## config.mk

```make
export PLATFORM = sky130hd
export DESIGN_NAME = imem_loader
export DESIGN_NICKNAME = d
export VERILOG_FILES = /design/src/rtl/imem_loader_pkg.sv /design/src/rtl/imem_loader_timeout.sv /design/src/rtl/imem_loader.sv
export SDC_FILE = /design/constraint.sdc
export NUM_CORES = 1
export LEC_CHECK = 0
export CAP_MARGIN = 10
export CELL_PAD_IN_SITES_DETAIL_PLACEMENT = 0
export CELL_PAD_IN_SITES_GLOBAL_PLACEMENT = 1
export CORE_MARGIN = 1.5
export CORE_UTILIZATION = 23
export CTS_BUF_LIST = sky130_fd_sc_hd__clkbuf_16
export DETAILED_ROUTE_END_ITERATION = 7
export DONT_BUFFER_PORTS = 1
export PLACE_DENSITY_LB_ADDON = 0.05
export SLEW_MARGIN = 0
export SYNTH_ARGS = -nofsm -noshare
export SYNTH_HDL_FRONTEND = slang
export SYNTH_HIERARCHICAL = 1
export SYNTH_SLANG_ARGS = --single-unit
```

## constraint.sdc

```tcl
create_clock -name clk -period 3.1 [get_ports clk]
set_input_delay 0.62 -clock clk [delete_from_list [all_inputs] [get_ports clk]]
set_output_delay 0.62 -clock clk [all_outputs]
set_load 0.005 [all_outputs]
```

## src/rtl/imem_loader_pkg.sv

```systemverilog
// Shared definitions for the instruction-memory loader: FSM states and field widths.
package imem_loader_defs;

  typedef enum logic [2:0] {
    IDLE   = 3'd0,
    LEN_LO = 3'd1,
    LEN_HI = 3'd2,
    DATA   = 3'd3,
    CHK    = 3'd4,
    DONE   = 3'd5,
    ERR    = 3'd6
  } state_t;

  localparam int BIDX_W = 2;
  localparam int LEN_W  = 16;

  // States in which the loader is consuming the byte stream.
  function automatic logic is_busy(input state_t s);
    return s inside {LEN_LO, LEN_HI, DATA, CHK};
  endfunction

endpackage

```

## src/rtl/imem_loader_timeout.sv

```systemverilog
// Idle-cycle watchdog for the loader: counts enabled cycles without a clear.
// TIMEOUT = 0 disables expiry entirely.
module loader_timeout #(
  parameter int TIMEOUT = 100000
) (
  input  logic clk,
  input  logic reset,
  input  logic enable,
  input  logic clear,
  output logic expired
);

  localparam int CW = (TIMEOUT > 1) ? $clog2(TIMEOUT) : 1;
  localparam logic [CW-1:0] LAST = CW'((TIMEOUT > 0) ? TIMEOUT - 1 : 0);

  logic [CW-1:0] cnt;

  // NOTE: sequential state uses non-blocking assignments so every flop samples pre-edge values.
  always_ff @(posedge clk) begin
    if (reset || clear || !enable)
      cnt <= '0;
    else if (cnt != LAST)
      cnt <= cnt + CW'(1);
  end

  // Expires on the TIMEOUT-th consecutive cycle with no accepted byte.
  assign expired = (TIMEOUT != 0) && enable && !clear && (cnt == LAST);

endmodule

```

## src/rtl/imem_loader.sv

```systemverilog
// Streams a length-prefixed program image into instruction memory while holding the core.
// Optional trailing XOR checksum byte enabled by IMEM_LOADER_CHECKSUM_EN.
module imem_loader
  import imem_loader_defs::*;
#(
  parameter int ADDR_W  = 10,
  parameter int DEPTH   = 1024,
  parameter int TIMEOUT = 100000
) (
  input  logic              clk,
  input  logic              reset,
  input  logic              load_start,
  input  logic              byte_valid,
  input  logic [7:0]        byte_data,
  output logic              byte_ready,
  output logic              imem_we,
  output logic [ADDR_W-1:0] imem_addr,
  output logic [31:0]       imem_wdata,
  output logic              core_hold,
  output logic              load_done,
  output logic              load_error
);

`ifdef IMEM_LOADER_CHECKSUM_EN
  localparam state_t END_STATE = CHK;
`else
  localparam state_t END_STATE = DONE;
`endif

  state_t            state, state_next;
  logic [7:0]        len_lo;
  logic [LEN_W-1:0]  len;
  logic [LEN_W-1:0]  word_cnt;
  logic [BIDX_W-1:0] byte_idx;
  logic [23:0]       asm_q;
  logic              we_q;
  logic              accept;
  logic              last_byte;
  logic              last_word;
  logic              tmo_expired;
  logic [LEN_W-1:0]  n_rx;

  assign byte_ready = is_busy(state);
  assign accept     = byte_valid && byte_ready;
  assign n_rx       = {byte_data, len_lo};
  assign last_byte  = (byte_idx == BIDX_W'(3));
  assign last_word  = (word_cnt == len - LEN_W'(1));

`ifdef IMEM_LOADER_CHECKSUM_EN
  logic [7:0] chk_q;
`endif

  loader_timeout #(.TIMEOUT(TIMEOUT)) u_timeout (
    .clk     (clk),
    .reset   (reset),
    .enable  (byte_ready),
    .clear   (accept),
    .expired (tmo_expired)
  );

  always_ff @(posedge clk) begin
    if (reset) state <= IDLE;
    else       state <= state_next;
  end

  // NOTE: every always_comb output gets a default first so no path can infer a latch.
  always_comb begin
    state_next = state;
    case (state)
      IDLE, DONE, ERR: if (load_start) state_next = LEN_LO;
      LEN_LO:          if (accept) state_next = LEN_HI;
      LEN_HI: begin
        if (accept) begin
          if ({16'd0, n_rx} > 32'(DEPTH)) state_next = ERR;
          else if (n_rx == '0)            state_next = END_STATE;
          else                            state_next = DATA;
        end
      end
      DATA:            if (accept && last_byte && last_word) state_next = END_STATE;
`ifdef IMEM_LOADER_CHECKSUM_EN
      CHK:             if (accept) state_next = (byte_data == chk_q) ? DONE : ERR;
`endif
      default:         state_next = IDLE;
    endcase
    if (tmo_expired) state_next = ERR;
  end

  always_ff @(posedge clk) begin
    if (reset) begin
      len_lo     <= '0;
      len        <= '0;
      word_cnt   <= '0;
      byte_idx   <= '0;
      asm_q      <= '0;
      we_q       <= 1'b0;
      imem_addr  <= '0;
      imem_wdata <= '0;
`ifdef IMEM_LOADER_CHECKSUM_EN
      chk_q      <= '0;
`endif
    end else begin
      we_q <= 1'b0;
      if (!byte_ready && load_start) begin
        word_cnt <= '0;
        byte_idx <= '0;
`ifdef IMEM_LOADER_CHECKSUM_EN
        chk_q    <= '0;
`endif
      end
      if (accept) begin
`ifdef IMEM_LOADER_CHECKSUM_EN
        if (state != CHK) chk_q <= chk_q ^ byte_data;
`endif
        case (state)
          LEN_LO: len_lo <= byte_data;
          LEN_HI: begin
            len      <= n_rx;
            word_cnt <= '0;
            byte_idx <= '0;
          end
          DATA: begin
            // Little-endian: earlier bytes slide toward bit 0.
            asm_q    <= {byte_data, asm_q[23:8]};
            byte_idx <= byte_idx + BIDX_W'(1);
            if (last_byte) begin
              we_q       <= 1'b1;
              imem_addr  <= word_cnt[ADDR_W-1:0];
              imem_wdata <= {byte_data, asm_q};
              word_cnt   <= word_cnt + LEN_W'(1);
            end
          end
          default: ;
        endcase
      end
    end
  end

  // Reset masks the write strobe and hold line in the same cycle it is asserted.
  assign imem_we    = we_q && !reset;
  assign core_hold  = (is_busy(state) || state == ERR) && !reset;
  assign load_done  = (state == DONE);
  assign load_error = (state == ERR);

endmodule

```

# --- Yosys cells after proc, flatten, opt, wreduce, memory -nomap -nowiden ---
# Cells that the tools add are included.
word_totals:
  latchBits: 0
  ramBits: 0
  memories: 0
  inputBits: 12
  mem_bits_ro: 0
  ff_bits: 129
classes:
  n_shift: 0
  div: 0
  bitwise_logic: 2
  muxes: 16
  mul: 0
  order_cmp: 1
  addsub: 4
  reduce_logical: 26
  eq_ne: 18
ops:
  columns: ["op", "count"]
  rows:
  - ["$mux 16", 3]
  - ["$pmux 16 s2", 1]
  - ["$mux 3", 7]
  - ["$add 17x1->17 const B", 1]
  - ["$eq 17x17->1 const B", 1]
  - ["$ne 17x17->1 const B", 1]
  - ["$add 16x1->16 const B", 1]
  - ["$eq 16x16->1", 1]
  - ["$gt 16x11->1 const B", 1]
  - ["$logic_not 16->1", 1]
  - ["$sub 16x1->16 const B", 1]
  - ["$pmux 3 s4", 1]
  - ["$eq 3x3->1 const B", 3]
  - ["$ne 3x3->1 const B", 3]
  - ["$logic_and 1x1->1", 8]
  - ["$reduce_and 4->1", 2]
  - ["$eq 3x2->1 const B", 2]
  - ["$ne 2x2->1 const B", 3]
  - ["$reduce_and 2->1", 3]
  - ["$reduce_or 3->1", 2]
  - ["$mux 2", 2]
  - ["$pmux 2 s2", 1]
  - ["$reduce_bool 4->1", 1]
  - ["$eq 3x1->1 const B", 1]
  - ["11 further kinds", 16]

# --- Longest topological paths before layout ---
# Gate-level depths: netlist of run 1.
logic_depth:
  depth_word: 8
  depth_mapped: 9
  depth_no_buf: 8

# --- Cells and area by module ---
# Netlist of run 1, hierarchy kept.
modules_own_cells:
  columns: ["module", "cells_per_inst", "seq_area_each_um2", "area_each_um2", "n_inst"]
  rows:
  - ["imem_loader", 667, 2242.2, 5017.3, 1]
  - ["loader_timeout", 99, 340.3, 865.8, 1]

# --- Worst setup path after synthesis of run 1 ---
# Ideal clock, no wire load.
synth_path:
  kind: "register -> register"
  startpoint: "reg len[4]"
  endpoint: "reg state[2]"
  setup_ns: 0.122
  required_time_ns: 2.978
  arrival_ns: 2.075
  stages_incl_launch_ff: 7
  slack_ns: 0.903
  path_cell_list: "dfxtp_1 buf_6 or4_4 or4b_1 o31ai_2 nor3b_1 a221o_1"
synth_between:
  elab_chain_cells: 5
synth_rtl:
  columns: ["item", "line", "text"]
  rows:
  - ["from (decl)", "imem_loader.sv:32", "logic [LEN_W-1:0] len;"]
  - ["from (signal assigned)", "imem_loader.sv:117", "len <= n_rx;"]
  - ["$sub 16x1->16", "imem_loader.sv:47", "assign last_word = (word_cnt == len - LEN_W'(1));"]
  - ["$eq 16x16->1", "imem_loader.sv:47", null]
  - ["$logic_and 1x1->1", "imem_loader.sv:79", "DATA: if (accept && last_byte && last_word) state_next = END_STATE;"]
  - ["$ne 3x2->1 (no line)", null, null]
  - ["$reduce_and 4->1 (no line)", null, null]
  - ["to (signal assigned)", "imem_loader.sv:63", "else state <= state_next;"]
  - ["to (decl)", "imem_loader.sv:30", "state_t state, state_next;"]
# Every way passes these cells.
# A chain may end at the register's enable or synchronous reset.

# --- Worst setup path after layout of run 1 ---
layout_path:
  startpoint: "reg len[0]"
  endpoint: "reg state[2]"
# Same word-level chain as after synthesis.

==> impl_metrics.xml, run 1 <==
<?xml version="1.0" encoding="UTF-8"?>
<metrics>
  <group name="status">
    <metric name="run_status" unit="">finished, final reports clean</metric>
  </group>
  <group name="grt">
    <metric name="pin_count_of_the_biggest_net_entering_global_routing" unit="">117</metric>
    <metric name="grt_use_total" unit="%">14.8</metric>
    <metric name="number_of_global_route_vias_before_repair" unit="">5063</metric>
    <metric name="initial_antenna_violation_count" unit="">0</metric>
    <metric name="grt_pass1_wl" unit="um">29700</metric>
    <metric name="remaining_global_route_overflow" unit="">0</metric>
  </group>
  <group name="floorplan">
    <metric name="num_io_pins" unit="">59</metric>
    <metric name="initial_utilization" unit="%">23.4</metric>
    <metric name="placement_rows" unit="">58</metric>
    <metric name="coreArea" unit="um^2">25100</metric>
    <metric name="fp.dieArea" unit="um^2">26500</metric>
    <metric name="chipHeight" unit="um">163</metric>
    <metric name="die_w" unit="um">163</metric>
  </group>
  <group name="routing">
    <metric name="routed_wire_length" unit="um">19000</metric>
    <metric name="avgRoutedWirePerCell" unit="um">17.4</metric>
    <metric name="detail_route.vias_per_cell" unit="">4.74</metric>
    <metric name="drt_first_pass_iters" unit="">4</metric>
    <metric name="number_of_nets_with_antenna_violations_after_routing" unit="">0</metric>
    <metric name="drt_drc_violations_left" unit="">0</metric>
    <metric name="route.vias.total" unit="">5172</metric>
    <metric name="drt-initial-drc-count" unit="">231</metric>
  </group>
  <group name="logic_synthesis">
    <metric name="synth_largest_area_cell" unit="">sky130_fd_sc_hd__dfxtp_1</metric>
    <metric name="synthCells" unit="">766</metric>
    <metric name="ys_ff_latch" unit="">129</metric>
    <metric name="synth_most_common_cell" unit="">sky130_fd_sc_hd__nand2_1</metric>
    <metric name="synth_warnings" unit="">6</metric>
    <metric name="syn-cell-area" unit="um^2">5880</metric>
    <metric name="synthesis.area_per_instance" unit="um^2">7.68</metric>
    <metric name="synth-edff-count" unit="">0</metric>
    <metric name="synthesis.nets" unit="">782</metric>
    <metric name="synth.top_cells.by_area" unit="">sky130_fd_sc_hd__dfxtp_1 (44%), sky130_fd_sc_hd__nand2_1 (14%), sky130_fd_sc_hd__a21oi_1 (9.5%), sky130_fd_sc_hd__xnor2_1 (3.4%), sky130_fd_sc_hd__nor2_1 (3.0%)</metric>
    <metric name="synth_flop_cell" unit="">sky130_fd_sc_hd__dfxtp_1</metric>
    <metric name="leading_post_synthesis_cells_by_instance_count" unit="">sky130_fd_sc_hd__nand2_1 (214), sky130_fd_sc_hd__dfxtp_1 (129), sky130_fd_sc_hd__a21oi_1 (112)</metric>
    <metric name="yosysUniqueCellTypes" unit="">66</metric>
    <metric name="synthArstFlopShare" unit="%">0</metric>
    <metric name="post-synth-top-area-fraction" unit="%">43.9</metric>
    <metric name="synth-seq-area-share" unit="%">43.9</metric>
  </group>
  <group name="clocking">
    <metric name="ctsLongestPathBuffers" unit="">2</metric>
    <metric name="cts.repair_timing.setup_buffer_count" unit="">0</metric>
    <metric name="tritoncts" unit="">yes</metric>
    <metric name="cts-htree-levels" unit="">4</metric>
    <metric name="worst_setup_hold_path_clk_slew" unit="ns">0.06</metric>
    <metric name="cts-hold-fix-buffers" unit="">0</metric>
    <metric name="clock_sinks" unit="">129</metric>
    <metric name="cts_made_buffers" unit="">17</metric>
    <metric name="cts-resized-gates" unit="">0</metric>
    <metric name="ctsRootBufferMaster" unit="">sky130_fd_sc_hd__clkbuf_16</metric>
    <metric name="clk-insertion-delay-late" unit="ns">0.43</metric>
  </group>
  <group name="sta">
    <metric name="finalCriticalPeriod" unit="ns">2.49</metric>
    <metric name="totalNegativeSetupSlack" unit="ns">0</metric>
    <metric name="worstMarginPinSlew" unit="ns">0.700</metric>
    <metric name="maxSlewViolCount" unit="">0</metric>
    <metric name="worst_clock_skew" unit="ns">0.0187</metric>
    <metric name="max_frequency" unit="MHz">402</metric>
    <metric name="slew-limit-headroom" unit="%">53.2</metric>
    <metric name="setup_viol" unit="">0</metric>
    <metric name="final_cycle_share" unit="%">80.3</metric>
    <metric name="least_setup_slack_across_all_paths_after_layout" unit="ns">0.610</metric>
    <metric name="rsz_0062_raised_after_global_routing" unit="">no</metric>
    <metric name="timing_hold_violations_final" unit="">0</metric>
  </group>
  <group name="finish">
    <metric name="antenna-diode-count" unit="">0</metric>
    <metric name="syn_to_final_growth" unit="%">15.4</metric>
    <metric name="finish.net_count" unit="">764</metric>
    <metric name="drive_above_1_share" unit="%">8.02</metric>
  </group>
  <group name="worst_setup_path">
    <metric name="worst-setup-path-type" unit="">reg2reg</metric>
    <metric name="critical-path-top-delay-family" unit="">simple AND/OR/NAND/NOR gates</metric>
    <metric name="cell_repeated_most_along_the_worst_path" unit="">sky130_fd_sc_hd__nor3b_1</metric>
    <metric name="timing.critical_path.buf_inv" unit="">1</metric>
    <metric name="critPathArrivalTime" unit="ns">2.79</metric>
    <metric name="cpPeakStageDelay" unit="ns">0.55</metric>
    <metric name="worst-path-max-fanout" unit="">5</metric>
    <metric name="worst_setup_path_end_kind" unit="">flip-flop</metric>
    <metric name="critPathLaunchType" unit="">flip-flop</metric>
    <metric name="cp_slowest_cell" unit="">sky130_fd_sc_hd__or4b_1</metric>
    <metric name="cp.required" unit="ns">3.40</metric>
    <metric name="cp_cell_sequence" unit="">inv_1, ha_1, nor3b_1, or4b_1, o31ai_2, nor3b_1, a221o_1</metric>
  </group>
  <group name="hold_path">
    <metric name="worst_hold_path_type" unit="">in2reg</metric>
  </group>
  <group name="placed_design">
    <metric name="detailedPlacementHpwl" unit="um">13100</metric>
    <metric name="placement.setup.worst_slack" unit="ns">0.648</metric>
    <metric name="place_congestion" unit="">0.741</metric>
    <metric name="port_buffers" unit="">0</metric>
  </group>
  <group name="power_and_ir_drop">
    <metric name="vdd_ir_drop_max" unit="V">0.000241</metric>
    <metric name="powerDensity" unit="nW/um^2">657</metric>
    <metric name="leakage" unit="uW">0.00212</metric>
    <metric name="fin_total_pwr" unit="uW">4460</metric>
  </group>
  <group name="flow_run">
    <metric name="count_of_maximum_capacitance_violations" unit="">0</metric>
  </group>
</metrics>
-- flip-flops by register name, indices dropped and copies added, names as in the netlist --
register       count
state              3
len               16
asm_q             24
len_lo             8
byte_idx           2
imem_wdata        32
we_q               1
imem_addr         10
word_cnt          16
u_timeout/cnt     17
-- path summary, 6_finish.rpt --
kind	start	endpoint	slack (ns)	cells past startpoint
worst min-delay path	reset	len[6]$_SDFFE_PP0P_	0.27	1
worst max register to register	len[0]$_SDFFE_PP0P_	state[2]$_SDFFE_PP0P_	0.61	7
worst max-delay path	len[0]$_SDFFE_PP0P_	state[2]$_SDFFE_PP0P_	0.61	7
worst min register to register	asm_q[5]$_SDFFE_PP0P_	asm_q[5]$_SDFFE_PP0P_	0.46	2
-- per-stage QoR --
stage	instance area, um^2	utilization (%)	cells	hold WS [ns]
global placement	6220	24.8	1059	0.445
finish	6790	27.0	1091	0.266
detailed placement	6220	24.8	1059	0.448
CTS	6790	27.0	1091	0.249
floorplan	5880	-	766	0.432
global route	6790	27.0	1091	0.254
-- placed cells by master, fill, tap and decap left out, types with 5 or more instances in the layout --
master	instances
sky130_fd_sc_hd__buf_4	10
sky130_fd_sc_hd__inv_1	14
sky130_fd_sc_hd__inv_6	6
sky130_fd_sc_hd__o21ai_0	10
sky130_fd_sc_hd__nor3b_1	6
sky130_fd_sc_hd__a21oi_1	112
sky130_fd_sc_hd__nand4_1	9
sky130_fd_sc_hd__nand2_1	214
sky130_fd_sc_hd__xnor2_1	23
sky130_fd_sc_hd__or3_1	12
sky130_fd_sc_hd__nand3_1	15
sky130_fd_sc_hd__nor2_1	46
sky130_fd_sc_hd__nor3_1	16
sky130_fd_sc_hd__clkbuf_16	17
sky130_fd_sc_hd__a22oi_1	5
sky130_fd_sc_hd__o21ai_1	8
sky130_fd_sc_hd__dfxtp_1	129
sky130_fd_sc_hd__nor4_1	17
-- cell type report --
class                   instances  area (um^2)
fillers                      2828        18300
clock buffers                  17          425
clock inverters                15          145
inverters                      14         52.6
repair buffers                 12          115
flip-flops and latches        129         2580
well taps                     330          413
multi-input cells             574         3060
-- logic make-up (layout without fill, tap and decap cells) --
family / Yosys count / count (layout) / share of synthesized area (%)
compound gates: 168 / 168 / 16.6
mux: 3 / 3 / 0.532
fa+ha+maj: 4 / 4 / 0.851
simple gates: 371 / 371 / 29.6
buf+inv: 63 / 58 / 4.17
flops: 129 / 129 / 43.9
xor+xnor: 28 / 28 / 4.30
-- power by group --
group	internal [uW]	total [uW]	switching, uW
Combinational	246	673	427
Sequential	1710	1820	103
Clock	1120	1970	847
-- routing by layer --
layer  part of all wire (%)  up-vias  track usage (%)  wire [um]
met1                     46     2492             18.5       8840
met5                      0        -                0          0
met4                   0.89        0             5.13        170
met2                     49       65             25.0       9370
met3                    3.4        8             3.18        649
li1                       -     2607                -          -
(Power assumes the default switching activity.)
==> inputs of run 2 (changes only) <==
==> constraint.sdc (replaced) <==
create_clock -name clk -period 2.35 [get_ports clk]
set_input_delay 0.47 -clock clk [delete_from_list [all_inputs] [get_ports clk]]
set_output_delay 0.47 -clock clk [all_outputs]
set_load 0.005 [all_outputs]
==> run 2 against run 1 <==
  * Final area grew 4.4%
  * Sequential power up 28%
  * Clock-buffer cell count unchanged
  * Hold slack lost 0.15 ns
  * Utilization up 1.2 points
  * Wire length rose by 0.57%
  * Power up 37%
  * Clock power rose by 38%
  * Critical path depth shrank 2
  * Non-clock buffer count is 34 higher
  * First-iteration DRC count up 26%
  * Via count increased by 3.1%
==> impl_metrics.xml, run 2 (same netlist as run 1, synthesis figures left out) <==
<?xml version="1.0" encoding="UTF-8"?>
<metrics>
  <group name="clocking">
    <metric name="worst_setup_hold_path_clk_slew" unit="ns">0.07</metric>
    <metric name="clk-insertion-delay-late" unit="ns">0.42</metric>
    <metric name="ctsRootBufferMaster" unit="">sky130_fd_sc_hd__clkbuf_16</metric>
    <metric name="cts-hold-fix-buffers" unit="">0</metric>
    <metric name="ctsLongestPathBuffers" unit="">2</metric>
    <metric name="tritoncts" unit="">yes</metric>
    <metric name="cts_made_buffers" unit="">17</metric>
    <metric name="cts-htree-levels" unit="">4</metric>
    <metric name="clock_sinks" unit="">129</metric>
  </group>
  <group name="placed_design">
    <metric name="placed_cells_incl_taps" unit="">1093</metric>
    <metric name="place_congestion" unit="">0.797</metric>
    <metric name="port_buffers" unit="">0</metric>
    <metric name="detailedPlacementHpwl" unit="um">13500</metric>
  </group>
  <group name="worst_setup_path">
    <metric name="worst-setup-path-type" unit="">reg2reg</metric>
    <metric name="critPathArrivalTime" unit="ns">2.54</metric>
    <metric name="cp.required" unit="ns">2.66</metric>
    <metric name="critPathLaunchType" unit="">flip-flop</metric>
    <metric name="worst-path-max-fanout" unit="">4</metric>
    <metric name="worst_setup_path_end_kind" unit="">flip-flop</metric>
  </group>
  <group name="power_and_ir_drop">
    <metric name="leakage" unit="uW">0.00230</metric>
    <metric name="powerDensity" unit="nW/um^2">860</metric>
    <metric name="p_seq_share" unit="%">38.2</metric>
    <metric name="vdd_ir_drop_max" unit="V">0.000431</metric>
    <metric name="internal-power" unit="uW">4180</metric>
    <metric name="switching_share" unit="%">31.5</metric>
    <metric name="p_clk_share" unit="%">44.4</metric>
    <metric name="p_comb_share" unit="%">17.5</metric>
    <metric name="netSwitchingPower" unit="uW">1920</metric>
  </group>
  <group name="finish">
    <metric name="layoutNonFillerInstCount" unit="">1125</metric>
    <metric name="layout.cells.most_common" unit="">sky130_fd_sc_hd__nand2_1</metric>
    <metric name="highest_count_cells_in_the_layout_ignoring_fill_and_taps" unit="">sky130_fd_sc_hd__nand2_1 (214), sky130_fd_sc_hd__dfxtp_1 (129), sky130_fd_sc_hd__a21oi_1 (111)</metric>
    <metric name="largest_register_ffs" unit="">32</metric>
    <metric name="antenna-diode-count" unit="">0</metric>
    <metric name="area_taken_by_multi_input_logic_gates" unit="um^2">3080</metric>
    <metric name="syn_to_final_growth" unit="%">20.5</metric>
    <metric name="finish.net_count" unit="">798</metric>
    <metric name="layout_top_registers" unit="">imem_wdata (32), asm_q (24), u_timeout/cnt (17)</metric>
    <metric name="final-seq-area" unit="um^2">2580</metric>
    <metric name="n_fill_cell" unit="">2777</metric>
    <metric name="drive_above_1_share" unit="%">12.3</metric>
    <metric name="registers.top_by_ff_count" unit="">imem_wdata</metric>
  </group>
  <group name="sta">
    <metric name="max_frequency" unit="MHz">448</metric>
    <metric name="worst_clock_skew" unit="ns">0.0129</metric>
    <metric name="slew-limit-headroom" unit="%">61.4</metric>
    <metric name="timing_hold_violations_final" unit="">0</metric>
    <metric name="maxSlewViolCount" unit="">0</metric>
    <metric name="final_cycle_share" unit="%">95.0</metric>
    <metric name="worstMarginPinSlew" unit="ns">0.578</metric>
    <metric name="rsz_0062_raised_after_global_routing" unit="">no</metric>
    <metric name="totalNegativeSetupSlack" unit="ns">0</metric>
    <metric name="setup_viol" unit="">0</metric>
    <metric name="finalCriticalPeriod" unit="ns">2.23</metric>
  </group>
  <group name="grt">
    <metric name="grt_use_total" unit="%">15.0</metric>
    <metric name="number_of_global_route_vias_before_repair" unit="">5126</metric>
    <metric name="grt_pass1_wl" unit="um">30300</metric>
    <metric name="pin_count_of_the_biggest_net_entering_global_routing" unit="">117</metric>
    <metric name="initial_antenna_violation_count" unit="">0</metric>
    <metric name="remaining_global_route_overflow" unit="">0</metric>
  </group>
  <group name="routing">
    <metric name="routed-wl-met2" unit="um">9210</metric>
    <metric name="avgRoutedWirePerCell" unit="um">17.0</metric>
    <metric name="top_layer" unit="">met4</metric>
    <metric name="routed-wl-met3" unit="um">747</metric>
    <metric name="routed_wire_length" unit="um">19100</metric>
    <metric name="drt-initial-drc-count" unit="">290</metric>
    <metric name="drt_drc_violations_left" unit="">0</metric>
    <metric name="detail_route.vias_per_cell" unit="">4.74</metric>
    <metric name="route.vias.total" unit="">5333</metric>
    <metric name="number_of_nets_with_antenna_violations_after_routing" unit="">0</metric>
    <metric name="wl_met1" unit="um">8940</metric>
    <metric name="drt_first_pass_iters" unit="">4</metric>
  </group>
  <group name="floorplan">
    <metric name="chipHeight" unit="um">163</metric>
    <metric name="initial_utilization" unit="%">23.4</metric>
    <metric name="coreArea" unit="um^2">25100</metric>
    <metric name="die_w" unit="um">163</metric>
    <metric name="placement_rows" unit="">58</metric>
    <metric name="num_io_pins" unit="">59</metric>
    <metric name="fp.dieArea" unit="um^2">26500</metric>
  </group>
  <group name="hold_path">
    <metric name="worst_hold_path_type" unit="">in2reg</metric>
  </group>
  <group name="status">
    <metric name="run_status" unit="">finished, final reports clean</metric>
  </group>
  <group name="flow_run">
    <metric name="count_of_maximum_capacitance_violations" unit="">0</metric>
  </group>
</metrics>
## run 2: cell types whose count changed in the layout (fill, tap and decap cells not counted), sizes merged
cell / change
clkinvlp: +1
clkinv: -3
inv: +2
buf: +34
## run 2: what timing repair did
item | CTS | global route
gates resized for setup | 0 | 4
hold endpoints to repair | 0 | 0
endpoints found under the setup margin | 0 | 2
setup buffers | 0 | 0
## run 2: per-layer routing
layer | vias to the layer above | global-route usage, %
met5 | - | 0
met4 | 0 | 3.88
met3 | 16 | 3.59
met2 | 84 | 24.9
met1 | 2552 | 19.3
li1 | 2681 | -
## run 2: area by class of cell
class	instances	share of cell area, %
Tap cell	330	5.83
Multi-Input combinational cell	574	43.4
Sequential cell	129	36.4
Inverter	14	0.741
Clock buffer	17	6.00
Clock inverter	15	2.35
Timing Repair Buffer	46	5.23
## run 2: final timing paths
| path | from | slack, ns | endpoint | depth (start not counted) |
|---|---|---|---|---|
| min reg2reg | asm_q[4]$_SDFFE_PP0P_ | 0.46 | asm_q[4]$_SDFFE_PP0P_ | 2 |
| min | reset | 0.11 | len[11]$_SDFFE_PP0P_ | 1 |
| max | len[4]$_SDFFE_PP0P_ | 0.12 | state[2]$_SDFFE_PP0P_ | 5 |
| max reg2reg | len[4]$_SDFFE_PP0P_ | 0.12 | state[2]$_SDFFE_PP0P_ | 5 |
## run 2: metrics by stage
step	instance area, um^2	hold slack (ns)	total power [uW]	setup WS, ns	util, %
3_5_place_dp	6480	0.447	3440	0.0646	25.8
2_1_floorplan	5880	0.432	3090	0.153	-
6_report	7090	0.113	6100	0.118	28.2
3_3_place_gp	6480	0.442	3440	0.0672	25.8
4_1_cts	7070	0.0937	6190	0.0669	28.1
5_1_grt	7090	0.0913	6420	0.00988	28.2
## run 2: power by group through the flow
| stage | combinational (uW) | sequential (uW) | clock (uW) |
|---|---|---|---|
| floorplan | 735 | 2360 | 0 |
| global placement | 1060 | 2380 | 0 |
| detailed placement | 1060 | 2380 | 0 |
| CTS | 1070 | 2330 | 2790 |
| global route | 1190 | 2340 | 2890 |
| finish | 1060 | 2330 | 2710 |
## run 2: worst max-delay path, cell delays in order, from the launching register on
cell,delay (ns)
sky130_fd_sc_hd__dfxtp_1,0.31
sky130_fd_sc_hd__or4_4,0.58
sky130_fd_sc_hd__or4b_1,0.53
sky130_fd_sc_hd__o31ai_2,0.31
sky130_fd_sc_hd__nor3b_1,0.10
sky130_fd_sc_hd__a221o_1,0.29
==> inputs of run 3 (changes only) <==
--- a/config.mk
+++ b/config.mk
@@ -11,6 +11,7 @@
 export CORE_MARGIN = 1.5
 export CORE_UTILIZATION = 23
 export CTS_BUF_LIST = sky130_fd_sc_hd__clkbuf_16
+export CTS_CLUSTER_DIAMETER = 120
 export DETAILED_ROUTE_END_ITERATION = 7
 export DONT_BUFFER_PORTS = 1
 export PLACE_DENSITY_LB_ADDON = 0.05
==> results of run 3 <==
Same layout as run 2: the final DEF is identical, and so are final timing and power.
